==> src/rtl/biset_target_pkg.sv <==
// biset_target_pkg
// Shared BiSet link definitions: field widths, the idle control word, helpers
// that pull the write flag and address out of a control word, an address
// window test, and the responder FSM state type.
// Control word layout: {writeEnable, addr[7:0]}; reply layout: {valid, data[31:0]}.
// Optional feature macro used by the responder: BISET_TARGET_TIMEOUT_EN.
package biset_target_pkg;

  localparam int BISET_ADDRLEN  = 8;
  localparam int BISET_DATALEN  = 32;
  localparam int BISET_CTRLLEN  = BISET_ADDRLEN + 1;
  localparam int BISET_REPLYLEN = BISET_DATALEN + 1;

  // An all-zero control word means "no request this cycle".
  localparam logic [BISET_CTRLLEN-1:0] BISET_IDLE = '0;

  typedef enum logic {IDLE, EXT_WAIT} biSetTargetState;

  function automatic logic BiSetCtrlWe(input logic [BISET_CTRLLEN-1:0] ctrl);
    return ctrl[BISET_CTRLLEN-1];
  endfunction

  function automatic logic [BISET_ADDRLEN-1:0] BiSetCtrlAddr(input logic [BISET_CTRLLEN-1:0] ctrl);
    return ctrl[BISET_ADDRLEN-1:0];
  endfunction

  // Window end is formed at 9 bits so a window ending exactly at 256 does
  // not wrap around to zero and reject every address.
  function automatic logic BiSetAddrInRange(input logic [BISET_ADDRLEN-1:0] addr,
                                            input logic [BISET_ADDRLEN-1:0] base,
                                            input logic [BISET_ADDRLEN:0]   size);
    logic [BISET_ADDRLEN:0] addrWide;
    logic [BISET_ADDRLEN:0] baseWide;
    addrWide = {1'b0, addr};
    baseWide = {1'b0, base};
    return (addrWide >= baseWide) && (addrWide < (baseWide + size));
  endfunction

endpackage

==> src/rtl/biset_target_ext.sv <==
// biset_target_ext
// External window handler for the BiSet responder. Latches an accepted
// external request, holds req/we/addr/wdata until ack is seen, then returns a
// single-cycle reply (read data, or zero for writes).
// Ports:
//   clk, reset        clock and synchronous active-high reset
//   start_i           accepted external request this cycle (only honoured in IDLE)
//   startWe_i         request is a write
//   startAddr_i       address offset within the external window
//   startWdata_i      write data
//   busy_o            handler is waiting for ack
//   ext_req_o/ext_we_o/ext_addr_o/ext_wdata_o   external handshake outputs
//   ext_ack_i/ext_rdata_i                       external completion and read data
//   replyValid_o/replyData_o                    registered reply
// With BISET_TARGET_TIMEOUT_EN defined an 8-bit wait counter abandons the
// access after TIMEOUT cycles and replies with TIMEOUT_DATA.
module biset_target_ext
  import biset_target_pkg::*;
#(
  parameter int          TIMEOUT      = 255,
  parameter logic [31:0] TIMEOUT_DATA = 32'hDEADBEEF
) (
  input  logic                     clk,
  input  logic                     reset,
  input  logic                     start_i,
  input  logic                     startWe_i,
  input  logic [BISET_ADDRLEN-1:0] startAddr_i,
  input  logic [31:0]              startWdata_i,
  output logic                     busy_o,
  output logic                     ext_req_o,
  output logic                     ext_we_o,
  output logic [BISET_ADDRLEN-1:0] ext_addr_o,
  output logic [31:0]              ext_wdata_o,
  input  logic                     ext_ack_i,
  input  logic [31:0]              ext_rdata_i,
  output logic                     replyValid_o,
  output logic [31:0]              replyData_o
);

  biSetTargetState          state_q, state_d;
  logic                     we_q, we_d;
  logic [BISET_ADDRLEN-1:0] addr_q, addr_d;
  logic [31:0]              wdata_q, wdata_d;
  logic                     replyValid_q, replyValid_d;
  logic [31:0]              replyData_q, replyData_d;

`ifdef BISET_TARGET_TIMEOUT_EN
  logic [7:0] cnt_q, cnt_d;

  // Wait counter: counts completed EXT_WAIT cycles since the request was latched.
  always_ff @(posedge clk) begin
    if (reset) cnt_q <= '0;
    else       cnt_q <= cnt_d;
  end
`else
  logic unusedTimeoutCfg;
  assign unusedTimeoutCfg = ^{TIMEOUT_DATA, 32'(TIMEOUT)};
`endif

  // State and handshake registers; everything the handler drives out is
  // registered so the external port sees clean, glitch-free signals.
  always_ff @(posedge clk) begin
    if (reset) begin
      state_q      <= IDLE;
      we_q         <= 1'b0;
      addr_q       <= '0;
      wdata_q      <= '0;
      replyValid_q <= 1'b0;
      replyData_q  <= '0;
    end else begin
      state_q      <= state_d;
      we_q         <= we_d;
      addr_q       <= addr_d;
      wdata_q      <= wdata_d;
      replyValid_q <= replyValid_d;
      replyData_q  <= replyData_d;
    end
  end

  // Next-state logic. Ack is checked before the timeout so a completion that
  // lands on the timeout cycle still returns real data. Leaving EXT_WAIT
  // clears the latched request so the port returns to all-zero.
  always_comb begin
    state_d      = state_q;
    we_d         = we_q;
    addr_d       = addr_q;
    wdata_d      = wdata_q;
    replyValid_d = 1'b0;
    replyData_d  = '0;
`ifdef BISET_TARGET_TIMEOUT_EN
    cnt_d        = cnt_q;
`endif
    case (state_q)
      IDLE: begin
        if (start_i) begin
          state_d = EXT_WAIT;
          we_d    = startWe_i;
          addr_d  = startAddr_i;
          wdata_d = startWdata_i;
`ifdef BISET_TARGET_TIMEOUT_EN
          cnt_d   = '0;
`endif
        end
      end
      EXT_WAIT: begin
        if (ext_ack_i) begin
          state_d      = IDLE;
          replyValid_d = 1'b1;
          replyData_d  = we_q ? 32'h0 : ext_rdata_i;
          we_d         = 1'b0;
          addr_d       = '0;
          wdata_d      = '0;
`ifdef BISET_TARGET_TIMEOUT_EN
        end else if (cnt_q == 8'(TIMEOUT - 1)) begin
          state_d      = IDLE;
          replyValid_d = 1'b1;
          replyData_d  = TIMEOUT_DATA;
          we_d         = 1'b0;
          addr_d       = '0;
          wdata_d      = '0;
        end else begin
          cnt_d = cnt_q + 8'd1;
`endif
        end
      end
      default: state_d = IDLE;
    endcase
  end

  assign busy_o       = (state_q == EXT_WAIT);
  assign ext_req_o    = (state_q == EXT_WAIT);
  assign ext_we_o     = we_q;
  assign ext_addr_o   = addr_q;
  assign ext_wdata_o  = wdata_q;
  assign replyValid_o = replyValid_q;
  assign replyData_o  = replyData_q;

endmodule

==> src/rtl/biset_target.sv <==
// biset_target
// BiSet responder endpoint. Serves NUM_REGS local 32-bit registers with a
// fixed one-cycle reply and forwards one address window to an external
// req/ack port through biset_target_ext.
// Ports:
//   clk, reset             clock and synchronous active-high reset
//   ctrl_in/data_in        request {writeEnable, addr} and write data
//   reply_out              {valid, data}, zero when no reply
//   reg_q/reg_wstb         register contents and per-register bus write strobe
//   hw_we/hw_wdata         hardware-side register load
//   ext_*                  external window handshake
//   overrun                sticky flag: request arrived while external access pending
// Optional feature macro: BISET_TARGET_TIMEOUT_EN (external wait timeout).
module biset_target
  import biset_target_pkg::*;
#(
  parameter logic [7:0]          BASE_ADDR    = 8'h01,
  parameter int                  NUM_REGS     = 4,
  parameter logic [NUM_REGS-1:0] RO_MASK      = '0,
  parameter logic [7:0]          EXT_BASE     = 8'h80,
  parameter logic [7:0]          EXT_SIZE     = 8'h40,
  parameter int                  TIMEOUT      = 255,
  parameter logic [31:0]         TIMEOUT_DATA = 32'hDEADBEEF
) (
  input  logic                      clk,
  input  logic                      reset,
  input  logic [BISET_CTRLLEN-1:0]  ctrl_in,
  input  logic [BISET_DATALEN-1:0]  data_in,
  output logic [BISET_REPLYLEN-1:0] reply_out,
  output logic [NUM_REGS*32-1:0]    reg_q,
  output logic [NUM_REGS-1:0]       reg_wstb,
  input  logic [NUM_REGS-1:0]       hw_we,
  input  logic [NUM_REGS*32-1:0]    hw_wdata,
  output logic                      ext_req,
  output logic                      ext_we,
  output logic [BISET_ADDRLEN-1:0]  ext_addr,
  output logic [31:0]               ext_wdata,
  input  logic                      ext_ack,
  input  logic [31:0]               ext_rdata,
  output logic                      overrun
);

  logic [NUM_REGS-1:0][31:0] regFile_q, regFile_d;
  logic [NUM_REGS-1:0]       wstb_q, wstb_d;
  logic                      localValid_q, localValid_d;
  logic [31:0]               localData_q, localData_d;
  logic                      overrun_q, overrun_d;

  logic                      reqValid;
  logic                      reqWe;
  logic [BISET_ADDRLEN-1:0]  reqAddr;
  logic                      busy;
  logic                      accept;
  logic                      extHit;
  logic                      extReplyValid;
  logic [31:0]               extReplyData;

  assign reqValid = (ctrl_in != BISET_IDLE);
  assign reqWe    = BiSetCtrlWe(ctrl_in);
  assign reqAddr  = BiSetCtrlAddr(ctrl_in);
  assign accept   = reqValid && !busy;
  assign extHit   = BiSetAddrInRange(reqAddr, EXT_BASE, {1'b0, EXT_SIZE});

  // Local register decode. Hardware loads are applied first so a bus write in
  // the same cycle overrides them. A write to a read-only register replies
  // with whatever the register will hold next cycle, which is its current
  // value unless the hardware side is loading it at the same time.
  always_comb begin
    regFile_d    = regFile_q;
    wstb_d       = '0;
    localValid_d = 1'b0;
    localData_d  = '0;
    overrun_d    = overrun_q | (reqValid && busy);
    for (int i = 0; i < NUM_REGS; i++) begin
      if (hw_we[i]) regFile_d[i] = hw_wdata[i*32 +: 32];
    end
    for (int i = 0; i < NUM_REGS; i++) begin
      if (accept && (reqAddr == 8'(BASE_ADDR + i))) begin
        localValid_d = 1'b1;
        if (!reqWe) begin
          localData_d = regFile_q[i];
        end else if (RO_MASK[i]) begin
          localData_d = regFile_d[i];
        end else begin
          regFile_d[i] = data_in;
          wstb_d[i]    = 1'b1;
          localData_d  = data_in;
        end
      end
    end
  end

  // Local register bank, strobes, local reply and the sticky overrun flag.
  always_ff @(posedge clk) begin
    if (reset) begin
      regFile_q    <= '0;
      wstb_q       <= '0;
      localValid_q <= 1'b0;
      localData_q  <= '0;
      overrun_q    <= 1'b0;
    end else begin
      regFile_q    <= regFile_d;
      wstb_q       <= wstb_d;
      localValid_q <= localValid_d;
      localData_q  <= localData_d;
      overrun_q    <= overrun_d;
    end
  end

  biset_target_ext #(
    .TIMEOUT      (TIMEOUT),
    .TIMEOUT_DATA (TIMEOUT_DATA)
  ) u_ext (
    .clk          (clk),
    .reset        (reset),
    .start_i      (accept && extHit),
    .startWe_i    (reqWe),
    .startAddr_i  (8'(reqAddr - EXT_BASE)),
    .startWdata_i (data_in),
    .busy_o       (busy),
    .ext_req_o    (ext_req),
    .ext_we_o     (ext_we),
    .ext_addr_o   (ext_addr),
    .ext_wdata_o  (ext_wdata),
    .ext_ack_i    (ext_ack),
    .ext_rdata_i  (ext_rdata),
    .replyValid_o (extReplyValid),
    .replyData_o  (extReplyData)
  );

  // Local and external replies can never land in the same cycle because
  // local requests are refused while the external access is pending, so the
  // two sources are simply merged.
  assign reply_out = localValid_q  ? {1'b1, localData_q}  :
                     extReplyValid ? {1'b1, extReplyData} : '0;
  assign reg_q     = regFile_q;
  assign reg_wstb  = wstb_q;
  assign overrun   = overrun_q;

endmodule
==> config.mk <==
export PLATFORM = sky130hd
export DESIGN_NAME = biset_target
export DESIGN_NICKNAME = d
export VERILOG_FILES = /design/src/rtl/biset_target_pkg.sv /design/src/rtl/biset_target_ext.sv /design/src/rtl/biset_target.sv
export SDC_FILE = /design/constraint.sdc
export NUM_CORES = 1
export LEC_CHECK = 0
export ABC_AREA = 1
export CORE_AREA = 2 2 162 164
export CTS_CLUSTER_DIAMETER = 60
export DETAILED_ROUTE_END_ITERATION = 12
export DIE_AREA = 0 0 164 166
export DONT_BUFFER_PORTS = 1
export GPL_TIMING_DRIVEN = 1
export SLEW_MARGIN = 10
export SYNTH_ARGS = -nofsm -noshare
export SYNTH_HDL_FRONTEND = slang
export SYNTH_SLANG_ARGS = --single-unit
==> constraint.sdc <==
create_clock -name clk -period 2 [get_ports clk]
set_input_delay 0.1 -clock clk [delete_from_list [all_inputs] [get_ports clk]]
set_output_delay 0.1 -clock clk [all_outputs]
set_load 0.01 [all_outputs]
==> reports/qor_table.md <==
| Quantity | Reported |
|---|---|
| Slew at the pin with the worst max-slew slack | 0.540 ns |
| Starting density of the core | 0.495 |
| Area enclosed by the die boundary | 0.0272 sq mm |
| Clock latency at the later pin of the worst-skew pair | 0.56 ns |
| Post-Synthesis Net Count | 2208 |
| Antenna-violating nets left | 0 |
| Level count of the clock H-tree | 1 |
| Max Clock Skew | 0.0168 ns |
| Synth Instances | 2000 |
| Max layer used | met5 |
| Adder-cell area share of the yosys netlist | 0 |
| Compound-Gate Fraction of Synth Area | 0.184 |
| Max-capacitance violation count | 0 |
| Final Wtd Congestion | 0.960 |
| Number of port buffers | 0 |
| Max Transition Viols Final | 0 |
| Wire length on met3 | 6600 um |
| Number of buffers created by CTS | 30 |
| Final Routed Wirelength | 50800 um |
| Worst hold path class | in2reg |
| Number of distinct library cell variants in the gate-level netlist after synthesis | 23 |
| Top cells by instance count after synthesis | sky130_fd_sc_hd__nand2_1, sky130_fd_sc_hd__o21ai_0, sky130_fd_sc_hd__dfxtp_1, sky130_fd_sc_hd__nand3_1 |
| Max rail drop VDD | 0.000629 V |
| Number of enable-type register cells in the synthesized netlist | 0 |
| Class of the most critical setup path | reg2reg |
| Leakage | 0.00658 uW |
| Worst setup margin | 0.0636 ns |
| Final Setup Violations | 0 |
| Vertical extent of the die | 166 um |
| Power per cell area | 787 mW/mm^2 |
| Slowest cell on crit path | sky130_fd_sc_hd__dlygate4sd3_1 |
| CORE AREA | 0.0256 sq mm |
| Post-synthesis sequential area ratio | 0.381 |
| Largest net degree at the start of global routing | 228 |
| Synth warnings | 0 |
| Highest net fanout along the worst path | 8 |
| Most repeated cell in the gate-level netlist after synthesis | sky130_fd_sc_hd__nand2_1 |
| Relative max-transition margin | 0.640 |
| Total congestion overflow | 0 |
| Post-synthesis sequential element count | 241 |
| Synthesis-to-layout area growth | 21.2% |
| Row count | 59 |
| Clock-pin transition on the worst setup and hold timing paths | 0.06 ns |
| Total internal power | 8860 uW |
| Average cell area after synthesis | 6.33 sq um |
| Flip-flop cell with the highest count after synthesis | sky130_fd_sc_hd__dfxtp_1 |
| Number of design rule violations left after detail routing | 0 |
| DPL Wire Length | 34400 um |
| Cell types with the largest area share after synthesis | sky130_fd_sc_hd__dfxtp_1, sky130_fd_sc_hd__nand2_1, sky130_fd_sc_hd__o21ai_0, sky130_fd_sc_hd__nand3_1, sky130_fd_sc_hd__a21oi_1 |
| Max Clk Rate | 516 MHz |
| Switching share of total power | 0.266 |
| Period minus WS final | 1.94 ns |
| Fraction of power consumed by combinational cells | 0.102 |
| Met1 layer wirelength in the final routing | 22600 um |
| Cells along the critical path | a21oi_4, buf_12, nand2_4, nor3_4, buf_4, dlygate4sd3_1, nand2_1, nand2_1 |
| Final worst path period share | 0.968 |
| TritonCTS clock tree | done |
| Ratio of cells with drive above 1 in the final layout | 0.0542 |
| Fraction of synthesis flops using an asynchronous set or reset pin | 0 |
| Placed cell areas | 0.0128 sq mm |
| Global-route wire length before repair | 75800 um |
| Root Driver | sky130_fd_sc_hd__clkbuf_16 |
| Largest family of logic cells by synthesized area | simple AND/OR/NAND/NOR gates |
| Portion of synthesized cell area occupied by the leading cell type | 0.381 |
| GRT Resource Usage Total | 0.353 |
| Clock network fraction of design power | 0.461 |
| Final layout net count | 2253 |
| Critical Path RT | 2.49 ns |
| Antenna violations before repair | 9 |
| Data arrival time of the critical path | 2.43 ns |
| Summed area of non-filler cells in the final layout | 0.0153 sq mm |
| Iteration count of the initial detailed-routing pass | 6 |
| Post-DR wirelength/cell | 21.1 um |
| Critical path's most frequent cell | sky130_fd_sc_hd__nand2_1 |
| DR vias | 14000 |
| Violation count after the first detailed-route iteration | 1764 |
| Type of element capturing the critical path | register |
| Failing checks | negative hold slack |
| Launching element type of the critical path | register |
| Setup slack at placement | 0.234 ns |
| Total met2 wirelength after detailed routing | 20300 um |
| Netlist area before placement | 0.0127 sq mm |
| XOR/XNOR Fraction of Synth Area | 0 |
| Run status | finished with violations |
| Clock sink total | 241 |
| Switching component of the power | 3210 uW |
| Largest stage delay, worst path | 0.54 ns |
| Number of top-level pins | 416 |
| Setup TNS | 0 ns |
| Fraction of the mapped netlist area in simple logic gates | 0.329 |
| Number of global-route vias before repair | 12400 |
| Via density | 5.79 |
| Total power | 12100 uW |
| Min Hold Slack | -0.356 ns |
| Largest buffer count on any clock path | 3 |
| Chip Width | 164 um |
| Fraction of synthesized area in multiplexers | 0 |
| Flop pwr share | 0.437 |
| Endpoints failing hold | 127 |
| Synth area leader | sky130_fd_sc_hd__dfxtp_1 |
## logic make-up after synthesis
kind of cell / Yosys count
AND/OR/NAND/NOR: 962
AO/OA/AOI/OAI: 453
buffers and inverters: 344
flip-flops: 241
## registers in the layout, indices dropped and copies added, names as in the netlist
| signal | cells |
|---|---|
| reg_q | 128 |
| localData_q | 32 |
| u_ext.ext_wdata_o | 32 |
| u_ext.replyData_o | 32 |
| u_ext.ext_addr_o | 8 |
| reg_wstb | 4 |
| localValid_q | 1 |
| overrun | 1 |
| u_ext.busy_o | 1 |
| u_ext.ext_we_o | 1 |
| u_ext.replyValid_o | 1 |
## per-layer routing
layer / track usage / vias to the layer above
li1: - / 6691
met1: 0.529 / 6377
met2: 0.477 / 797
met3: 0.125 / 90
met4: 0.0896 / 6
met5: 0 / -
## power groups by stage
stage / clock (uW) / combinational (uW) / sequential (uW)
after detailed placement: 0 / 957 / 5380
final: 5560 / 1230 / 5280
after floorplan: 0 / 871 / 5290
after global placement: 0 / 942 / 5380
after CTS: 5610 / 1170 / 5280
after global routing: 5810 / 1370 / 5290
## worst max-delay path, delay by kind of cell, from the launching register on
kind,cells,cell delay (ns)
flops,1,0.37
buf+inv,3,0.87
compound gates,1,0.15
simple gates,4,0.49
## worst paths after layout
check | start | depth (start not counted) | endpoint | slack, ns
worst max-delay path | u_ext.busy_o | 8 | reg_q[107] | 0.06
worst min-delay path | reset | 1 | localData_q[5] | -0.36
worst max register to register | u_ext.busy_o | 8 | reg_q[107] | 0.06
worst min register to register | u_ext.ext_addr_o[7] | 2 | u_ext.ext_addr_o[7] | 0.50
## layout make-up
| class | instances | area, sq um |
|---|---|---|
| multi-input combinational | 1415 | 6530 |
| timing repair buffer | 183 | 1880 |
| tap | 335 | 419 |
| fill | 2508 | 10300 |
| clock buffer | 44 | 905 |
| clock inverter | 11 | 120 |
| inverter | 174 | 653 |
| antenna | 8 | 20.0 |
| sequential | 241 | 4830 |
## stage by stage
step | utilization | std cells
floorplan | - | 2000
global placement | 0.500 | 2202
detailed placement | 0.500 | 2202
CTS | 0.588 | 2381
global route | 0.599 | 2408
finish | 0.599 | 2411
## repair_timing
item,4_1_cts,5_1_grt
hold buffers,124,17
endpoints found under the setup margin,0,39
setup buffers,0,4
endpoints found under the hold margin,239,143
resized for setup,0,6
## layout by cell type, fill, tap and decap left out, types with 16 or more instances in the layout
master | Yosys | final
sky130_fd_sc_hd__nand2_1 | 517 | 514
sky130_fd_sc_hd__nand4_1 | 114 | 114
sky130_fd_sc_hd__o21a_1 | 16 | 16
sky130_fd_sc_hd__inv_1 | 170 | 169
sky130_fd_sc_hd__nor2_1 | 129 | 126
sky130_fd_sc_hd__dfxtp_1 | 241 | 239
sky130_fd_sc_hd__dlygate4sd3_1 | 0 | 141
sky130_fd_sc_hd__a21oi_1 | 170 | 170
sky130_fd_sc_hd__buf_4 | 0 | 29
sky130_fd_sc_hd__nand3_1 | 192 | 192
sky130_fd_sc_hd__o21ai_0 | 263 | 263
sky130_fd_sc_hd__clkbuf_16 | 0 | 32
Power figures use the tool's default switching activity.
